## src/rtl/delay_and_sum_stall_watchdog.sv

```systemverilog
`default_nettype none
// ============================================================================
// Module      : delay_and_sum_stall_watchdog
// Description : Per-channel AXI-Stream stall counters with a programmable trip
//               threshold, one-shot report handshake and a sticky alarm.
// Revision    : 1.0 - initial release
// ============================================================================
module delay_and_sum_stall_watchdog #(
    parameter int NUM_CH = 10,
    parameter int CNT_W  = 16,
    parameter int CH_W   = 4
) (
    input  logic              clock,
    input  logic              reset,
    input  logic              enable,
    input  logic [CNT_W-1:0]  threshold,
    input  logic [NUM_CH-1:0] axis_block_sigs,
    input  logic              inst_idle,
    input  logic              clear,
    output logic              block,
    output logic              alarm,
    output logic              report_valid,
    input  logic              report_ready,
    output logic [CH_W-1:0]   report_ch,
    output logic [CNT_W-1:0]  report_cycles,
    output logic [7:0]        trip_count
);

    localparam logic [CNT_W-1:0] C_CNT_MAX  = '1;
    localparam logic [7:0]       C_TRIP_MAX = 8'hFF;

    typedef enum logic [1:0] {
        ST_IDLE    = 2'd0,
        ST_WATCH   = 2'd1,
        ST_ALARM   = 2'd2,
        ST_LATCHED = 2'd3
    } state_t;

    state_t            r_state;
    logic              r_block;
    logic              r_alarm;
    logic              r_report_valid;
    logic [CH_W-1:0]   r_report_ch;
    logic [CNT_W-1:0]  r_report_cycles;
    logic [7:0]        r_trip_count;

    logic [CNT_W-1:0]  r_cnt      [NUM_CH];
    logic [CNT_W-1:0]  w_cnt_next [NUM_CH];

    logic              w_trip_found;
    logic [CH_W-1:0]   w_trip_ch;
    logic [CNT_W-1:0]  w_trip_cycles;
    logic              w_cnt_clr;
    logic              w_cnt_load;

    // Candidate counts; the descending scan leaves the lowest tripping index.
    always_comb begin
        w_trip_found  = 1'b0;
        w_trip_ch     = '0;
        w_trip_cycles = '0;
        for (int i = 0; i < NUM_CH; i++) begin
            if (inst_idle || !axis_block_sigs[i]) begin
                w_cnt_next[i] = '0;
            end else if (r_cnt[i] == C_CNT_MAX) begin
                w_cnt_next[i] = C_CNT_MAX;
            end else begin
                w_cnt_next[i] = r_cnt[i] + 1'b1;
            end
        end
        for (int i = NUM_CH - 1; i >= 0; i--) begin
            if ((threshold != '0) && (w_cnt_next[i] >= threshold)) begin
                w_trip_found  = 1'b1;
                w_trip_ch     = CH_W'(i);
                w_trip_cycles = w_cnt_next[i];
            end
        end
    end

    assign w_cnt_clr  = !enable || (r_state == ST_IDLE) || clear;
    assign w_cnt_load = (r_state == ST_WATCH);

    // Counters only advance in WATCH; ALARM and LATCHED hold them frozen.
    always_ff @(posedge clock) begin
        for (int i = 0; i < NUM_CH; i++) begin
            if (reset || w_cnt_clr) begin
                r_cnt[i] <= '0;
            end else if (w_cnt_load) begin
                r_cnt[i] <= w_cnt_next[i];
            end
        end
    end

    always_ff @(posedge clock) begin
        if (reset) begin
            r_state         <= ST_IDLE;
            r_block         <= 1'b0;
            r_alarm         <= 1'b0;
            r_report_valid  <= 1'b0;
            r_report_ch     <= '0;
            r_report_cycles <= '0;
            r_trip_count    <= '0;
        end else begin
            r_block <= |axis_block_sigs;
            if (!enable) begin
                // Report fields are kept so software can still read them.
                r_state        <= ST_IDLE;
                r_alarm        <= 1'b0;
                r_report_valid <= 1'b0;
            end else begin
                case (r_state)
                    ST_IDLE: begin
                        r_state <= ST_WATCH;
                    end
                    ST_WATCH: begin
                        if (!clear && w_trip_found) begin
                            r_state         <= ST_ALARM;
                            r_alarm         <= 1'b1;
                            r_report_valid  <= 1'b1;
                            r_report_ch     <= w_trip_ch;
                            r_report_cycles <= w_trip_cycles;
                            if (r_trip_count != C_TRIP_MAX) begin
                                r_trip_count <= r_trip_count + 8'd1;
                            end
                        end
                    end
                    ST_ALARM: begin
                        if (clear) begin
                            r_state        <= ST_WATCH;
                            r_alarm        <= 1'b0;
                            r_report_valid <= 1'b0;
                        end else if (report_ready) begin
                            r_state        <= ST_LATCHED;
                            r_report_valid <= 1'b0;
                        end
                    end
                    ST_LATCHED: begin
                        if (clear) begin
                            r_state <= ST_WATCH;
                            r_alarm <= 1'b0;
                        end
                    end
                    default: begin
                        r_state        <= ST_IDLE;
                        r_alarm        <= 1'b0;
                        r_report_valid <= 1'b0;
                    end
                endcase
            end
        end
    end

    assign block         = r_block;
    assign alarm         = r_alarm;
    assign report_valid  = r_report_valid;
    assign report_ch     = r_report_ch;
    assign report_cycles = r_report_cycles;
    assign trip_count    = r_trip_count;

endmodule
`default_nettype wire
```

## config.mk

```make
export PLATFORM = sky130hd
export DESIGN_NAME = delay_and_sum_stall_watchdog
export DESIGN_NICKNAME = d
export VERILOG_FILES = /design/src/rtl/delay_and_sum_stall_watchdog.sv
export SDC_FILE = /design/constraint.sdc
export NUM_CORES = 1
export LEC_CHECK = 0
export ABC_AREA = 0
export BUFFER_PORTS_ARGS = -buffer_cell sky130_fd_sc_hd__buf_2
export CAP_MARGIN = 20
export CORE_MARGIN = 5
export CORE_UTILIZATION = 50
export DETAILED_ROUTE_END_ITERATION = 6
export PLACE_DENSITY = 0.67
export SYNTH_ARGS = -nofsm -noshare
export SYNTH_HDL_FRONTEND = slang
export SYNTH_SLANG_ARGS = --single-unit
```

## constraint.sdc

```tcl
create_clock -name clock -period 7 [get_ports clock]
set_input_delay 1.4 -clock clock [delete_from_list [all_inputs] [get_ports clock]]
set_output_delay 1.4 -clock clock [all_outputs]
set_load 0.1 [all_outputs]
```

# == Yosys cells after proc, flatten, opt, wreduce, memory -nomap -nowiden ==
# Memories as Yosys holds them, arrays and structs flattened.
# Cells that the tools add are included.
# word_totals
register_bits,33
ram_bits,160
input_bits,32
word_cells,182
memories,1
# mem_list
memory,depth,width,read_ports,rd_clocked_by_memory_dff,write_ports,line,text
r_cnt,10,16,10,0,10,47,logic [CNT_W-1:0] r_cnt [NUM_CH];
# classes
addsub,11
order_cmp,10
n_eq_ne,18
n_mux,76
bitwise_logic,11
reduce_logical,48
# ops
cell,n
$mux W16,40
$add A16 B1 Y16 const B,10
$eq A16 B16 Y1 const B,10
$ge A16 B16 Y1,10
$mux W4,10
$mux W1,19
$reduce_bool A16 Y1,1
$logic_or A1 B1 Y1,13
$logic_not A1 Y1,12
$reduce_and A3 Y1,4
$logic_and A1 B1 Y1,11
$or A1 B1 Y1,10
$reduce_or A10 Y1,1
$add A8 B1 Y8 const B,1
$mux W2,4
$ne A8 B8 Y1 const B,1
$pmux W2 S4,1
$eq A2 B2 Y1 const B,2
$ne A2 B1 Y1 const B,2
$pmux W1 S2,2
$reduce_and A4 Y1,1
$reduce_bool A2 Y1,2
$reduce_or A2 Y1,2
$ne A3 B3 Y1 const B,1
other kinds (4),4

# == Depth between registers and ports, before layout ==
# Gate-level depths: netlist of the first run.
# depth
word_depth,18
ltp_mapped,20
mapped_depth_nobuf,18

# == Worst setup path after synthesis of the first run ==
# No wires, ideal clock.
# synth_path
path_kind,in2reg
from,input port reset
to,"memory r_cnt[0][0], enable pin"
setup_time_ns,1.334
t_arrival_ns,4.738
required_ns,5.666
path_slack_ns,0.928
cell_stages,4
n_path_buf,0
path_cell_list,inv_1 nand2_1 nor3_1 nand2b_1
# synth_rtl
item,line,text
from (decl),14,"input logic reset,"
to (decl),47,

==> results of run 1 <==
## cell usage in the layout, fill, tap and decap left out, types with 27 or more instances in the layout
cell type and n:
inv_1 86, and2_1 90, nor2_1 171, o21ai_0 86
edfxtp_1 160, dfxtp_1 33, and3_1 35, buf_2 62
nand4_1 51, ha_1 176, nand2_1 135, nand3_1 86
a21oi_1 139, a31oi_1 27, xnor2_1 47, xor2_1 49
a21o_1 34, nor3_1 50
## cell usage after synthesis, types with 14 or more instances
cell type and instances:
and3_1 35, a21o_1 34, nor2b_1 14, nand2_1 136
nor3_1 50, dfxtp_1 33, nand3_1 86, clkbuf_1 61
and4_1 20, edfxtp_1 160, inv_1 86, nor2_1 171
xnor2_1 47, a31oi_1 27, nor4_1 21, a211oi_1 26
o211ai_1 20, o21ai_0 86, ha_1 176, and2_1 90
nand2b_1 24, xor2_1 49, a221oi_1 14, nand4_1 51
a21oi_1 139
## per-stage QoR
stage               instances  setup WS, ps  utilization
finish                   2279          1410        0.548
global route             2279          1180        0.548
CTS                      2278          1400        0.547
detailed placement       2246           930        0.530
global placement         2246          1040        0.530
floorplan                1846           928            -
## worst max path at each step
stage | to | slack, ps | cells past startpoint
final | report_cycles[5] | 1410 | 13
after global routing | report_cycles[5] | 1180 | 17
after CTS | trip_count[0] | 1400 | 13
after detailed placement | trip_count[0] | 930 | 13
after global placement | trip_count[5] | 1040 | 13
after floorplan | r_cnt[0][0] | 930 | 4
## worst max-delay path: stages
cell and delay, ps:
buf_2 280, nand2b_1 600, a311oi_1 790, ha_1 390, a2111oi_0 360, o21ai_0 140, o22ai_1 130, o41a_1 280
a21oi_1 250, o41a_1 750, nand2_1 280, nor2_1 80, a22o_1 200
## layout make-up
cell class,count,area (um^2)
fillers,2897,14300
multi-input cells,1492,10100
well taps,402,503
repair buffers,74,417
clock buffers,22,488
clock inverters,10,68.8
flip-flops and latches,193,5470
inverters,86,323
## registers in the layout, indices dropped and copies added (netlist names)
register / cells
alarm: 1
block: 1
r_cnt: 160
r_state: 2
report_ch: 4
report_cycles: 16
report_valid: 1
trip_count: 8
## logic make-up after synthesis
| group | count (synthesis) | synth area share |
|---|---|---|
| flip-flops | 193 | 0.338 |
| buffers and inverters | 161 | 0.0384 |
| multiplexers | 12 | 0.00758 |
| XOR/XNOR | 96 | 0.0520 |
| AO/OA/AOI/OAI | 481 | 0.200 |
| AND/OR/NAND/NOR | 727 | 0.228 |
| adder cells (fa/ha/maj) | 176 | 0.136 |
## power groups by stage
stage | Clock, uW | Sequential [uW] | Combinational (uW)
after global routing | 1030 | 1260 | 221
after global placement | 0 | 1280 | 192
after detailed placement | 0 | 1280 | 197
after CTS | 977 | 1260 | 198
final | 959 | 1260 | 202
after floorplan | 0 | 1280 | 120
## per-layer routing
| metal | wire length (um) | vias to the layer above |
|---|---|---|
| met3 | 4510 | 121 |
| met5 | 0 | - |
| met2 | 22200 | 692 |
| met4 | 2280 | 0 |
| met1 | 23600 | 7218 |
| li1 | - | 6985 |
==> reports/qor.yml, run 1 <==
outcome:
  status: "completed"
detailed_routing:
  post_drt_via_cell_ratio: 6.59
  wire_per_inst_um: 23.1
  firstDrtPassIters: 6
  drtAntennaViolNets: 0
  wl_mm: 52.6
  vias: 15000
  drt_iter0_drc: 1676
  drc: 0
min_path:
  hold_start: "report_ch[2]"
  min_path_type: "flip-flop to flip-flop"
  hold_end: "report_ch[2]"
  worstHoldPathCells: 2
sta:
  finalClockSkew_ps: 17.3
  slew_headroom: 0.279
  period_needed_ps: 5590
  worst_pin_slew_ps: 1070
  drv_slew: 0
  tns_ps: 0
  whs_ps: 490
  setup_viol: 0
  hold_viol: 0
  post-route-period-util: 0.798
  fmax_ghz: 0.179
  rsz0062_at_grt: "false"
clock_tree:
  cts-htree-levels: 4
  clock_latency_ps: 460
  clock_path_buffers: 2
  numCtsBuffers: 17
  cts-root-buf: "clkbuf_16"
  post-cts-setup-buffers: 0
  clock-sinks: 193
  cts_hold_buf: 0
  tritoncts: "yes"
  cts_resized: 0
  clkSlewWorstSetupHoldPaths_ps: 80
worst_setup_path:
  crit_start: "inst_idle"
  start_kind: "primary input"
  crit_arrival_ps: 5940
  required_ps: 7360
  reg2regPathDepth: 17
  end_kind: "flip-flop"
  r2r_slack_ps: 1570
  path_class: "primary input to flip-flop"
  cp_max_fo: 21
  r2r_end: "report_cycles[5]"
  rr_startpoint: "r_cnt[0][0]"
global_route:
  grt_pass1_vias: 14000
  antenna_found_initial: 0
  met3_usage: 0.0468
  grt_max_degree: 88
  grt_pass1_wl_mm: 81.1
  globalRouteTotalUtil: 0.287
  met1_usage: 0.417
  gr-total-overflow: 0
  busiest_layer: "met2"
  grt_use_met2: 0.426
final_layout:
  area_growth_syn_to_layout_pct: 7.35
  diodes: 0
  finalNetCount: 2072
  design_area_um2: 17400
  layout-drive-gt1-share: 0.0741
placed_design:
  gp_congestion: 1.02
  postPlaceCellArea_um2: 16800
  io_buffer_count: 62
  place_hpwl_mm: 39.5
yosys:
  async_reset_ff_frac: 0
  synth_nets: 2054
  synth-edff-count: 160
  netlist_instances: 1846
  yosysWarnings: 0
  ys_top_cells_by_area: "edfxtp_1 (30%), ha_1 (14%), a21oi_1 (4.3%)"
  avgSynthCellArea_um2: 8.77
  ys.flop_type: "edfxtp_1"
  synth_top_area_cell: "edfxtp_1"
  yosysSeqAreaShare: 0.338
  netlist_area_um2: 16200
  ys_seq_elements: 193
  synth_top_area_share: 0.297
  yosysUniqueCellTypes: 84
floorplanning:
  io_pins: 63
  core_um2: 31700
  fp.dieW_um: 190
  start_util: 0.510
  die_area_um2: 36100
  die_h_um: 190
  row_count: 65
power_and_ir_drop:
  combPwrFrac: 0.084
  powerDensity_nw_per_um2: 139
  finalPower_uw: 2420
  sw_frac_of_total: 0.254
  cellLeakagePower_uw: 0.00737
  vdd_drop_max_mv: 0.170
  power_frac_seq: 0.520
  power_frac_clock: 0.396
  p_sw_uw: 614
  internal_power_uw: 1800
flow_run:
  drv_cap: 0
Power figures use the tool's default switching activity.
==> inputs of run 2 (changes only) <==
- clock period: 7 -> 5.3 ns (I/O delays scaled with it)
==> reports/qor.yml, run 2 (same netlist as run 1, synthesis figures left out) <==
placed_design:
  postPlaceCellArea_um2: 17400
  gp_congestion: 0.986
  dpl_worst_slack_ps: -16.5
  place_hpwl_mm: 42.1
  io_buffer_count: 62
power_and_ir_drop:
  cellLeakagePower_uw: 0.00774
  internal_power_uw: 2440
  finalPower_uw: 3250
  sw_frac_of_total: 0.250
  combPwrFrac: 0.087
  power_frac_seq: 0.511
  power_frac_clock: 0.402
  vdd_drop_max_mv: 0.237
  p_sw_uw: 814
  powerDensity_nw_per_um2: 181
flow_run:
  drv_cap: 0
worst_setup_path:
  start_kind: "primary input"
  path_class: "primary input to flip-flop"
  crit_arrival_ps: 5420
  cp_max_fo: 16
  r2r_slack_ps: 280
  required_ps: 5630
  end_kind: "flip-flop"
floorplanning:
  fp.dieW_um: 190
  io_pins: 63
  core_um2: 31700
  die_h_um: 190
  die_area_um2: 36100
  row_count: 65
  start_util: 0.510
detailed_routing:
  drtAntennaViolNets: 0
  wl_mm: 54.5
  drt_iter0_drc: 1759
  post_drt_via_cell_ratio: 6.53
  drc: 0
  firstDrtPassIters: 6
  vias: 15400
  wire_per_inst_um: 23.1
outcome:
  status: "completed"
final_layout:
  largest_reg_flops: 160
  design_area_um2: 18000
  fillCellCount: 2903
  diodes: 0
  layout-drive-gt1-share: 0.109
  regMostFlops: "r_cnt"
  area_growth_syn_to_layout_pct: 11.1
  final_cell_mix: "ha_1 (176), nor2_1 (171), edfxtp_1 (160)"
  finalNetCount: 2147
  layout_commonest_cell: "ha_1"
sta:
  whs_ps: 490
  setup_ws_ps: 214
  worst_pin_slew_ps: 975
  post-route-period-util: 0.960
  finalClockSkew_ps: 16.6
  fmax_ghz: 0.197
  slew_headroom: 0.347
  period_needed_ps: 5090
  tns_ps: 0
  rsz0062_at_grt: "false"
  hold_viol: 0
  drv_slew: 0
  setup_viol: 0
global_route:
  antenna_found_initial: 0
  grt_pass1_vias: 14500
  grt_pass1_wl_mm: 83.7
  globalRouteTotalUtil: 0.300
  gr-total-overflow: 0
  grt_max_degree: 46
clock_tree:
  cts-htree-levels: 4
  post-cts-setup-buffers: 0
  tritoncts: "yes"
  clock_latency_ps: 480
  numCtsBuffers: 17
  cts_hold_buf: 0
  cts-root-buf: "clkbuf_16"
  clkSlewWorstSetupHoldPaths_ps: 70
  clock-sinks: 193
  clock_path_buffers: 2
min_path:
  min_path_type: "flip-flop to flip-flop"
[run 2: cell types whose count changed in the layout (fill, tap and decap cells not counted), moves of 2 or more]
cell and change:
buf_12 +2, buf_4 +74, bufinv_16 +2, clkbuf_1 +3, clkbuf_16 -2, clkinvlp_4 +3, inv_4 -3, inv_6 -3
[run 2: worst paths after layout]
kind,cells after the start,from,endpoint
hold / removal,2,report_ch[2],report_ch[2]
hold reg to reg,2,report_ch[2],report_ch[2]
setup / recovery,15,inst_idle,report_cycles[4]
setup reg to reg,17,r_cnt[0][0],report_cycles[9]
[run 2: area by class of cell]
type	count	area [um^2]	share of cell area
multi-input cells	1492	10100	0.563
inverters	86	323	0.0180
clock buffers	23	458	0.0255
well taps	402	503	0.0280
clock inverters	9	110	0.00612
repair buffers	149	1000	0.0557
flip-flops and latches	193	5470	0.304
[run 2: worst max-delay path: stages]
cell and delay (ps):
buf_2 250, buf_4 220, nand2b_1 450, a311oi_1 450
ha_1 330, a2111oi_0 420, o21ai_0 170, o22ai_1 160
o41a_1 280, nor3_1 90, buf_4 190, a221oi_1 440
nor4_1 140, o41ai_1 570, o21ai_0 180
[run 2: what timing repair did]
| item | 4_1_cts | 5_1_grt |
|---|---|---|
| setup endpoints to repair | 0 | 4 |
| gates resized for setup | 0 | 2 |
| endpoints found under the hold margin | 0 | 0 |
[run 2: metal layers]
layer | vias up | wire [um] | global-route usage
li1 | 7136 | - | -
met1 | 7320 | 24400 | 0.433
met2 | 750 | 22500 | 0.433
met3 | 160 | 4830 | 0.0528
met4 | 0 | 2770 | 0.146
met5 | - | 0 | 0
[run 2: through the flow]
step	util	cells
3_3_place_gp	0.549	2322
2_1_floorplan	-	1846
6_report	0.567	2354
4_1_cts	0.566	2354
5_1_grt	0.567	2354
3_5_place_dp	0.549	2322
[run 2: power groups by stage]
stage / Sequential (uW) / Combinational, uW / Clock, uW
6_report: 1660 / 283 / 1310
3_3_place_gp: 1690 / 268 / 0
3_5_place_dp: 1690 / 276 / 0
4_1_cts: 1660 / 277 / 1320
5_1_grt: 1660 / 307 / 1390
2_1_floorplan: 1700 / 159 / 0
